File: config.mk
export PLATFORM = sky130hd
export DESIGN_NAME = usb_uart_in_arb
export DESIGN_NICKNAME = d
export VERILOG_FILES = /design/src/rtl/usb_uart_in_arb_pkg.sv /design/src/rtl/usb_uart_in_arb_rr_pick.sv /design/src/rtl/usb_uart_in_arb.sv
export SDC_FILE = /design/constraint.sdc
export NUM_CORES = 1
export LEC_CHECK = 0
export CORE_UTILIZATION = 36
export CTS_CLUSTER_DIAMETER = 150
export DETAILED_ROUTE_END_ITERATION = 10
export HOLD_SLACK_MARGIN = 0.12
export PLACE_DENSITY = 0.74
export REMOVE_ABC_BUFFERS = 1
export SKIP_CTS_REPAIR_TIMING = 1
export SLEW_MARGIN = 40
export SYNTH_ARGS = -nofsm -noshare
export SYNTH_HDL_FRONTEND = slang
export SYNTH_SLANG_ARGS = --single-unit
File: constraint.sdc
create_clock -name clk_48mhz -period 1.7 [get_ports clk_48mhz]
set_clock_uncertainty 0.1 [all_clocks]
set_input_delay 0.425 -clock clk_48mhz [delete_from_list [all_inputs] [get_ports clk_48mhz]]
set_output_delay 0.425 -clock clk_48mhz [all_outputs]
set_load 0.005 [all_outputs]
File: src/rtl/usb_uart_in_arb_pkg.sv
// Shared definitions for the USB UART IN arbiter: FSM state encoding,
// channel header constants and the byte pipe type used on the IN path.
package usb_uart_in_arb_pkg;

    // Arbiter states: waiting for a requester, emitting the channel header,
    // and streaming data bytes from the granted source.
    typedef enum logic [1:0] {
        ST_IDLE   = 2'd0,
        ST_HEADER = 2'd1,
        ST_DATA   = 2'd2
    } arb_state_t;

    // Header byte is the base pattern with the channel number in the low nibble.
    localparam logic [7:0] HDR_BASE    = 8'hA0;
    localparam logic [7:0] HDR_ID_MASK = 8'h0F;

    // One byte lane of a valid/ready pipe.
    typedef struct packed {
        logic [7:0] data;
        logic       valid;
    } byte_pipe_t;

    // Build the channel header byte for a given owner index.
    function automatic logic [7:0] hdr_byte(input logic [7:0] id);
        return HDR_BASE | (id & HDR_ID_MASK);
    endfunction

endpackage

File: src/rtl/usb_uart_in_arb_rr_pick.sv
// Combinational round-robin winner selection: the first valid index found
// searching upward from last+1, wrapping modulo N.
module rr_pick #(
    parameter int N = 4
) (
    input  logic [N-1:0]         valid,
    input  logic [$clog2(N)-1:0] last,
    output logic                 any,
    output logic [$clog2(N)-1:0] idx
);

    localparam int LW = $clog2(N);

    logic [LW-1:0] cand_idx [N];
    logic [N-1:0]  cand_vld;

    // Candidate gi is the requester sitting gi+1 places after the last owner.
    genvar gi;
    generate
        for (gi = 0; gi < N; gi++) begin : g_cand
            logic [LW:0] sum;
            assign sum          = {1'b0, last} + (LW + 1)'(gi + 1);
            assign cand_idx[gi] = (sum >= (LW + 1)'(N)) ? LW'(sum - (LW + 1)'(N))
                                                        : sum[LW-1:0];
            assign cand_vld[gi] = valid[cand_idx[gi]];
        end
    endgenerate

    // Scan from the farthest candidate down so the nearest valid one wins.
    always_comb begin
        any = 1'b0;
        idx = '0;
        for (int k = N - 1; k >= 0; k--) begin
            if (cand_vld[k]) begin
                any = 1'b1;
                idx = cand_idx[k];
            end
        end
    end

endmodule

File: src/rtl/usb_uart_in_arb.sv
// Round-robin arbiter merging several byte-stream sources onto the single
// USB UART IN byte path. Each grant optionally starts with a channel header
// byte and carries at most MaxBurst data bytes; data moves through the
// granted lane combinationally so bursts run at full rate.
module usb_uart_in_arb
    import usb_uart_in_arb_pkg::*;
#(
    parameter int Requesters   = 4,
    parameter int MaxBurst     = 16,
    parameter int HeaderEnable = 1
) (
    input  logic                          clk_48mhz,
    input  logic                          reset,
    input  logic [8*Requesters-1:0]       req_data,
    input  logic [Requesters-1:0]         req_valid,
    output logic [Requesters-1:0]         req_ready,
    output logic [7:0]                    uart_in_data,
    output logic                          uart_in_valid,
    input  logic                          uart_in_ready,
    output logic [$clog2(Requesters)-1:0] grant_id,
    output logic                          busy
);

    localparam int GW = $clog2(Requesters);
    localparam int CW = $clog2(MaxBurst + 1);

    arb_state_t    state_reg;
    logic [GW-1:0] grant_reg;
    logic [GW-1:0] last_grant_reg;
    logic [CW-1:0] count_reg;

    logic          pick_any;
    logic [GW-1:0] pick_idx;
    logic [7:0]    src_data [Requesters];
    byte_pipe_t    grant_pipe;
    logic          burst_last;

    // Split the flat data bus into one byte per source.
    genvar gi;
    generate
        for (gi = 0; gi < Requesters; gi++) begin : g_src
            assign src_data[gi] = req_data[8*gi +: 8];
        end
    endgenerate

    rr_pick #(
        .N (Requesters)
    ) u_pick (
        .valid (req_valid),
        .last  (last_grant_reg),
        .any   (pick_any),
        .idx   (pick_idx)
    );

    // Lane of the current owner; only meaningful while in DATA.
    always_comb begin
        grant_pipe.data  = src_data[grant_reg];
        grant_pipe.valid = req_valid[grant_reg];
    end

    // The transfer that makes this burst reach MaxBurst bytes ends the grant.
    assign burst_last = (count_reg == CW'(MaxBurst - 1));

    // Output decode from the state; everything is held quiet while reset is high.
    always_comb begin
        uart_in_data  = 8'h00;
        uart_in_valid = 1'b0;
        req_ready     = '0;
        if (!reset) begin
            case (state_reg)
                ST_HEADER: begin
                    uart_in_data  = hdr_byte(8'(grant_reg));
                    uart_in_valid = 1'b1;
                end
                ST_DATA: begin
                    uart_in_data         = grant_pipe.data;
                    uart_in_valid        = grant_pipe.valid;
                    req_ready[grant_reg] = uart_in_ready;
                end
                default: ;
            endcase
        end
    end

    assign busy     = !reset && (state_reg != ST_IDLE);
    assign grant_id = grant_reg;

    // Arbitration FSM: pick a winner in IDLE, send its header, then stream
    // until the source runs dry or the burst limit is reached.
    always_ff @(posedge clk_48mhz) begin
        if (reset) begin
            state_reg      <= ST_IDLE;
            count_reg      <= '0;
            last_grant_reg <= GW'(Requesters - 1);
            grant_reg      <= '0;
        end else begin
            case (state_reg)
                ST_IDLE: begin
                    if (pick_any) begin
                        grant_reg <= pick_idx;
                        count_reg <= '0;
                        state_reg <= (HeaderEnable != 0) ? ST_HEADER : ST_DATA;
                    end
                end
                ST_HEADER: begin
                    // Header valid is held high, so ready alone means it went out.
                    if (uart_in_ready) begin
                        state_reg <= ST_DATA;
                        count_reg <= '0;
                    end
                end
                ST_DATA: begin
                    if (!grant_pipe.valid) begin
                        // Source has nothing this cycle: give the grant back now.
                        state_reg      <= ST_IDLE;
                        last_grant_reg <= grant_reg;
                        grant_reg      <= '0;
                    end else if (uart_in_ready) begin
                        count_reg <= count_reg + CW'(1);
                        if (burst_last) begin
                            state_reg      <= ST_IDLE;
                            last_grant_reg <= grant_reg;
                            grant_reg      <= '0;
                        end
                    end
                end
                default: state_reg <= ST_IDLE;
            endcase
        end
    end

endmodule
; Yosys cells after proc, flatten, opt, wreduce, memory -nomap -nowiden
; Index checks and enable logic that the tools add are counted.
[op_classes]
n_bitwise = 2
n_mux = 49
n_eq_ne = 11
add_sub_neg = 9
order_cmp = 11
n_reduce_logical = 11
[op_table]
columns = operator, count
row1 = $mux W2, 17
row2 = $mux W8, 3
row3 = $mux W5, 4
row4 = $bmux W8 S2, 1
row5 = $pmux W8 S2, 1
row6 = $ge A3 B3 Y1 const B, 5
row7 = $lt A2 B3 Y1 const B, 5
row8 = $pmux W5 S3, 1
row9 = $mux W1, 11
row10 = $bmux W1 S2, 5
row11 = $ne A2 B2 Y1 const B, 5
row12 = $mux W4, 2
row13 = $reduce_and A4 Y1, 2
row14 = $sub A2 B1 Y2 const B, 4
row15 = $add A2 B2 Y3 const B, 2
row16 = $ne A3 B3 Y1 const B, 2
row17 = $pmux W2 S3, 1
row18 = $add A5 B1 Y5 const B, 1
row19 = $eq A5 B4 Y1 const B, 1
row20 = $reduce_and A5 Y1, 1
row21 = $and A4 B4 Y4, 1
row22 = $pmux W2 S2, 1
row23 = $reduce_bool A2 Y1, 2
row24 = $add A2 B1 Y3 const B, 1
row25 = 13 further kinds, 14
[totals]
output_inout_bits = 16
register_bits = 11
in_bits = 39
elab_cells = 97

; Logic depth before layout (Yosys ltp)
; Gate-level depths: netlist of run 1.
[depth]
word_depth = 11
ltp_mapped = 7

; By module
; A second synthesis of run 1 with hierarchy kept.
[hier_totals]
cells_unflattened = 130
hier_area_um2 = 1189.9
[by_module_without_submodules]
columns = module, instances, cells_per_inst, seq_area_each_um2, area_each_um2
row1 = usb_uart_in_arb, 1, 116, 220.2, 1098.6
row2 = rr_pick, 1, 14, 0.0, 91.3

; Least setup slack after synthesis of run 1
; OpenSTA, ideal clock, no wires.
[synth_timing]
path_kind = register -> output
startpoint = reg grant_reg[0], in the netlist grant_id[0]
endpoint = out uart_in_data[3]
required_time_ps = 1175
path_stages_with_launch = 4
t_arrival_ps = 1384
path_slack_ps = -209
n_path_buf = 1
cell_sequence = dfxtp_1 > buf_2 > mux4_2 > and3_1
[synth_between]
elab_chain_len = 6
[synth_lines]
columns = element, line
row1 = "start, declared", usb_uart_in_arb.sv:28  ; logic [GW-1:0] grant_reg;
row2 = "start signal, assigned", usb_uart_in_arb.sv:100  ; grant_reg <= pick_idx;
row3 = $not A2 Y3 (not written as such), usb_uart_in_arb.sv:57  ; grant_pipe.data = src_data[grant_reg];
row4 = $bmux W8 S2, usb_uart_in_arb.sv:57
row5 = $mux W8 (not written as such) (2 in series), usb_uart_in_arb.sv:57
row6 = $pmux W8 S2, usb_uart_in_arb.sv:70  ; case (state_reg)
row7 = $mux W8, usb_uart_in_arb.sv:69  ; if (!reset) begin
row8 = "end, declared", usb_uart_in_arb.sv:17  ; output logic [7:0] uart_in_data,
; Every way passes these cells. The select of a mux whose other input is x is not followed.

; Worst setup path in the final report of run 1
[layout_timing]
startpoint = reg state_reg[1]
endpoint = out uart_in_valid
[layout_between]
elab_chain_len = 3
elab_cells_between_ends = 4
cone_classes = eq/ne (2) / mux (2)
[layout_lines]
columns = element, line
row1 = "start, declared", usb_uart_in_arb.sv:27  ; arb_state_t state_reg;
row2 = "start signal, assigned", usb_uart_in_arb.sv:102  ; state_reg <= (HeaderEnable != 0) ? ST_HEADER : ST_DATA;
row3 = $eq A2 B2 Y1 / $eq A2 B1 Y1 (equally long branches), usb_uart_in_arb.sv:70
row4 = $pmux W1 S2 (*), usb_uart_in_arb.sv:70
row5 = $mux W1 (*), usb_uart_in_arb.sv:69
row6 = "end, declared", usb_uart_in_arb.sv:18  ; output logic uart_in_valid,
; Mark *: on every way between the ends. The rest lies on a longest branch, timed or not.

==> results.txt, run 1 <==
Setup TNS Final = -7.01 ns
DR DRC count = 0
initial antenna violation count = 0
Crit-path slowest cell = dfxtp_2
Min-Delay Path Class = register to register
max reg flops = 5
GR Util All Layers = 0.237
sequential cell area = 228 µm²
GPL Wtd Cong = 0.864
CP startpoint kind = register
failing checks = setup timing
crit path max fanout = 5
number of buffers created by CTS = 3
Worst setup endpoint = uart_in_valid
post-synthesis sequential area ratio = 0.206
Final #Nets = 263
asr flop ratio synth = 0
Crit. path cell count = 6
Slew headroom = 0.773
Clock Pin Slew Worst Setup and Hold Paths = 0.08 ns
later-pin clock latency in the skew report = 0.28 ns
CP Cell Sequence = inv_2, ha_4, nor2b_4, nand2_4, o21ai_1, clkbuf_2
GRT Residual Overflow = 0
Final Slew Violations = 0
synthesized area per cell = 8.69 µm²
layout cells sized above 1 = 0.523
CP endpoint kind = output port
Multi-input gate area = 995 µm²
synth warn = 0
I/O Pins = 55
WL/cell = 18.2 µm
CTS H-Tree Depth = 1
PortBufs = 54
vias in the first global route = 1295
Vias = 1344
Gate Count Post-Synth = 123
Routed Antenna Nets = 0
critical path's top delay family = flip-flops
dpl ws = -0.876 ns
P&R area growth vs syn = 106%
WP buf/inv = 2
Critical Path Start = state_reg[1]
setup ws final = -0.446 ns
Crit Reg-Reg Startpoint = grant_id[0]
first-pass iteration count of the detailed router = 4
Yosys reg bits = 11
Hold Path Stages = 2
pwr dens = 935 nW/µm²
total core area = 2780 µm²
Die Area = 3190 µm²
RSZ-0062 raised after global routing = true
ant diodes = 0
die height = 56.5 µm
leak pwr = 1.04 nW
Die X = 56.5 µm
synth unique cells = 32
ys flop type = dfxtp_1
largest net degree at the start of global routing = 15
max incr delay on CP = 0.35 ns
Final period util = 1.26
post-DP HPWL = 2.95 mm
CTS tree = done
worst vdd ir = 0.000990 V
starting density of the core = 0.384
Iteration-0 DRC Markers = 59
Root Driver = clkbuf_4
fmax = 466 MHz
fill count = 188
worst slew pin tran = 0.337 ns
total wire length = 4.49 mm
worst endpoint required time = 1.17 ns
crit path kind = register to output port
biggest area consumer among synthesized cells = dfxtp_1
Overall Power = 0.00206 W
Cell Area, Synth = 1070 µm²
CTS sink count = 11
# rows = 19
register-to-register setup slack = -0.34 ns
Arr. time, crit path = 1.62 ns
Final setup viols = 23
Synth area leaders = dfxtp_1 21%, mux4_2 19%, ha_1 8.2%
Post-synth EDFFs = 0
Reg2Reg Depth = 6
maxcap violations = 0
Critical R2R Capture = state_reg[1]
Fin. Hold Viols = 0
Period minus WS final = 2.15 ns
DR vias/cell = 5.44
post-synth top area share = 0.206
first-pass GRT wire length = 5.91 mm
status = finished, violations left
Clock Path Buffers = 2
metrics by stage:
step / std cells / utilization / cell area, µm² / hold WS, ns
after global routing: 247 / 0.793 / 2210 / 0.432
after detailed placement: 234 / 0.673 / 1870 / 0.402
after floorplan: 118 / - / 1050 / 0.352
final: 247 / 0.793 / 2210 / 0.416
after CTS: 238 / 0.683 / 1900 / 0.411
after global placement: 234 / 0.673 / 1870 / 0.379
power breakdown:
part           internal, W  total [W]  switching [W]  leakage [nW]
clock network    0.0000873   0.000186      0.0000983        0.0177
logic             0.000856    0.00153       0.000670         0.927
registers         0.000309   0.000352      0.0000431        0.0913
total              0.00125    0.00206       0.000811          1.04
metal layers:
metal | GRT usage | vias up | share of wire
li1 | - | 643 | -
met4 | 0.0592 | 0 | 0.020
met1 | 0.273 | 659 | 0.40
met2 | 0.434 | 32 | 0.54
met3 | 0.0599 | 10 | 0.041
met5 | 0 | - | 0
logic make-up after synthesis:
family	synth area share
compound gates	0.167
fa+ha+maj	0.0820
buf+inv	0.0644
flops	0.206
mux	0.218
simple gates	0.262
synth_stat cells (6+ instances only):
master	instances
inv_1	13
dfxtp_1	11
and3_1	9
mux4_2	9
ha_1	7
nand2_1	7
nand2b_1	7
nor2_1	7
o21ai_0	6
worst min-delay path by stage:
stage	startpoint	endpoint	slack (ns)
finish	count_reg[4]	count_reg[4]	0.42
global route	count_reg[4]	count_reg[4]	0.43
CTS	count_reg[2]	count_reg[2]	0.41
detailed placement	count_reg[2]	count_reg[2]	0.40
global placement	count_reg[3]	count_reg[3]	0.38
floorplan	count_reg[3]	count_reg[3]	0.35
area by class of cell:
type                       instances  share of cell area
multi-input combinational         94               0.451
timing repair buffer              94               0.394
sequential                        11               0.103
inverter                          13              0.0221
tap                               31              0.0176
clock buffer                       3              0.0102
clock inverter                     1             0.00227
placed cells by master, fill, tap and decap left out, types with 3 or more instances in the layout:
cell type / instances
buf_6: 12
inv_2: 8
nor2b_1: 3
clkbuf_2: 9
o22ai_2: 3
and3_4: 6
o21ai_2: 3
dlymetal6s2s_1: 8
ha_1: 5
buf_2: 4
nand2_1: 4
and3_1: 3
clkdlybuf4s50_1: 32
dfxtp_1: 7
buf_4: 27
mux4_2: 9
inv_1: 5
a21oi_1: 3
clkbuf_4: 3
nand2b_1: 7
nand2_4: 3
nor2_1: 6
dfxtp_2: 3
mux2i_1: 3
worst register-to-register path, cell delays in order, from the launching register on:
cell	delay [ns]
dfxtp_4	0.38
buf_12	0.13
mux4_2	0.54
buf_6	0.17
and3_4	0.17
a221oi_4	0.23
mux2i_1	0.23
No activity file was read; power rests on OpenSTA's default activity.
==> run 2: changes to the inputs <==
Settings changed: CORE_UTILIZATION 36 to 37, PLACE_DENSITY 0.74 to 0.73, SYNTH_HIERARCHICAL from default to 1.
==> run 2 against run 1 <==
The flow still finishes with violations (setup timing); register-to-register slack improved by 0.16 ns; global-route usage fell by 0.84 points; non-clock buffer count rose by 8; core utilization fell by 0.29 points; clock power barely moved; sequential power fell by 1%; flip-flop and latch count did not move; critical path depth rose by 1; largest power group unchanged; highest routed layer unchanged.
==> results.txt, run 2 <==
DR vias/cell = 5.58 (+2.5%)
GRT Residual Overflow = 0 (unchanged)
most frequent cell after synthesis = nand2_1
Clock Path Buffers = 2 (unchanged)
Period minus WS final = 2.28 ns (+0.136 ns)
RSZ-0062 raised after global routing = true
GPL Wtd Cong = 0.746 (-14%)
Die Area = 3450 µm² (+8.1%)
Hold Crit Endpoint = count_reg[4]
Yosys reg bits = 11 (unchanged)
Hold Path Stages = 2 (unchanged)
largest net degree at the start of global routing = 13 (-2)
pwr dens = 909 nW/µm² (-2.8%)
CP endpoint kind = output port
CTS H-Tree Depth = 1 (unchanged)
Fin. Hold Viols = 0 (unchanged)
biggest area consumer among synthesized cells = dfxtp_1
Final setup viols = 23 (unchanged)
Post-Synth Adder-Cell Area = 0.0736 (-0.00836)
fmax = 438 MHz (-5.9%)
Final Slew Violations = 0 (unchanged)
CTS tree = done
Arr. time, crit path = 1.76 ns (+0.14 ns)
commonest non-fill, non-tap cell in the layout = clkdlybuf4s50_1
Compound-Gate Fraction of Synth Area = 0.188 (+0.0208)
P&R area growth vs syn = 103%
status = finished, violations left
Critical R2R Capture = last_grant_reg[1]
synthesized area per cell = 9.15 µm² (+5.4%)
CP startpoint kind = register
failing checks = setup timing
later-pin clock latency in the skew report = 0.28 ns (about the same)
Routed Antenna Nets = 0 (unchanged)
register-to-register setup slack = -0.18 ns (+0.16 ns)
first-pass GRT wire length = 5.98 mm (+1.2%)
Iteration-0 DRC Markers = 99 (+68%)
vias in the first global route = 1318 (+1.8%)
GR Util All Layers = 0.229 (-0.00841)
post-synthesis simple-gate area fraction = 0.259 (-0.00362)
worst slew pin tran = 0.407 ns (+0.0699 ns)
# rows = 20 (+1)
Slew headroom = 0.728 (-0.0451)
crit path max fanout = 7 (+2)
worst endpoint required time = 1.17 ns (about the same)
synth warn = 6 (+6)
total wire length = 5.62 mm (+25%)
WL/cell = 20.5 µm (+13%)
Synth area leaders = dfxtp_1 19%, mux4_2 15%, ha_1 7.4%
Post-synth EDFFs = 0 (unchanged)
Crit Reg-Reg Startpoint = grant_id[0]
CTS sink count = 11 (unchanged)
Final #Nets = 277 (+5.3%)
hold path start = count_reg[4]
synth unique cells = 38 (+19%)
Overall Power = 0.00219 W (+6.3%)
post-synthesis sequential area ratio = 0.185 (-0.0210)
xor-xnor portion of the synthesized cell area = 0 (unchanged)
I/O Pins = 55 (unchanged)
die height = 58.7 µm (+3.9%)
Crit-path slowest cell = mux4_2
Min-Delay Path Class = register to register
Root Driver = clkbuf_4
starting density of the core = 0.390 (+0.00559)
DR DRC count = 0 (unchanged)
worst vdd ir = 0.000576 V (-42%)
Reg2Reg Depth = 6 (unchanged)
maxcap violations = 0 (unchanged)
leak pwr = 1.12 nW (+8.6%)
Die X = 58.7 µm (+3.9%)
number of buffers created by CTS = 3 (unchanged)
most frequent cells after synthesis = 15 x nand2_1, 11 x dfxtp_1, 9 x nand3_1, 8 x a21oi_1, 8 x mux4_2
asr flop ratio synth = 0 (unchanged)
post-synth top area share = 0.185 (-0.0210)
ys flop type = dfxtp_1
ant diodes = 0 (unchanged)
post-DP HPWL = 3.21 mm (+8.6%)
PortBufs = 54 (unchanged)
most used cell, CP = buf_6
setup ws final = -0.582 ns (-0.136 ns)
Setup TNS Final = -6.21 ns (+0.805 ns)
initial antenna violation count = 0 (unchanged)
most frequent cells in the layout = 32 x clkdlybuf4s50_1, 31 x buf_4, 14 x nand2_1
Cell Area, Synth = 1190 µm² (+11%)
Final period util = 1.34 (+0.0797)
Clock Pin Slew Worst Setup and Hold Paths = 0.07 ns (about the same)
largest family of logic cells by synthesized area = simple AND/OR/NAND/NOR gates
total core area = 3050 µm² (+9.8%)
max reg flops = 5 (unchanged)
crit path kind = register to output port
first-pass iteration count of the detailed router = 4 (unchanged)
CP Cell Sequence = buf_6, buf_6, buf_6, mux4_2, nand3_2, o21ai_1, buf_2
Gate Count Post-Synth = 130 (+5.7%)
Vias = 1528 (+14%)
max incr delay on CP = 0.50 ns (+0.15 ns)
multiplexer area fraction after synthesis = 0.245 (+0.0272)
layout cells sized above 1 = 0.474 (-0.0492)
run 2: worst max-delay path by stage:
stage	startpoint	depth (start not counted)	slack, ns	end
final	grant_id[0]	7	-0.58	uart_in_data[0]
after global routing	grant_id[0]	7	-0.62	uart_in_data[0]
after CTS	state_reg[1]	7	-0.88	uart_in_data[0]
after detailed placement	reset	6	-0.78	uart_in_data[0]
after global placement	uart_in_ready	5	-0.77	req_ready[3]
after floorplan	grant_id[0]	2	-0.33	uart_in_data[2]
run 2: stage by stage:
| stage | instance area, µm² | instances | worst slack [ns] | hold slack [ns] | utilization |
|---|---|---|---|---|---|
| after floorplan | 1160 | 124 | -0.325 | 0.347 | - |
| after CTS | 2020 | 256 | -0.880 | 0.392 | 0.661 |
| after global placement | 1990 | 252 | -0.765 | 0.369 | 0.652 |
| after detailed placement | 1990 | 252 | -0.784 | 0.382 | 0.652 |
| final | 2410 | 274 | -0.582 | 0.392 | 0.790 |
| after global routing | 2410 | 274 | -0.623 | 0.416 | 0.790 |
run 2: kinds of logic after synthesis:
| kind of cell | count (synthesis) |
|---|---|
| compound gates | 27 |
| fa+ha+maj | 7 |
| mux | 15 |
| simple gates | 57 |
| buf+inv | 13 |
| flops | 11 |
run 2: power breakdown:
part / internal (W) / switching (W)
Clock: 0.0000912 / 0.0000971
Sequential: 0.000304 / 0.0000426
Combinational: 0.000957 / 0.000702
run 2: final cells by class:
type | count | area, µm²
multi-input cells | 106 | 1080
repair buffers | 102 | 991
fillers | 190 | 641
flip-flops and latches | 11 | 228
well taps | 44 | 55.1
inverters | 7 | 28.8
clock buffers | 4 | 26.3
run 2: routing by layer:
metal / up-vias / routed length (µm) / track usage / share of wire
li1: 681 / - / - / -
met1: 738 / 2200 / 0.249 / 0.39
met2: 94 / 2760 / 0.445 / 0.49
met3: 15 / 545 / 0.0418 / 0.097
met4: 0 / 115 / 0.0714 / 0.020
met5: - / 0 / 0 / 0
run 2: worst max-delay path, delay by kind of cell, from the launching register on:
kind | cells | cell delay [ns]
buf+inv | 4 | 0.46
flops | 1 | 0.34
simple gates | 1 | 0.09
compound gates | 1 | 0.08
mux | 1 | 0.50
==> run 3: changes to the inputs <==
Settings changed: SLEW_MARGIN 40 to 10.
==> results of run 3 <==
No change in the layout: final DEF, timing and power equal those of run 2.
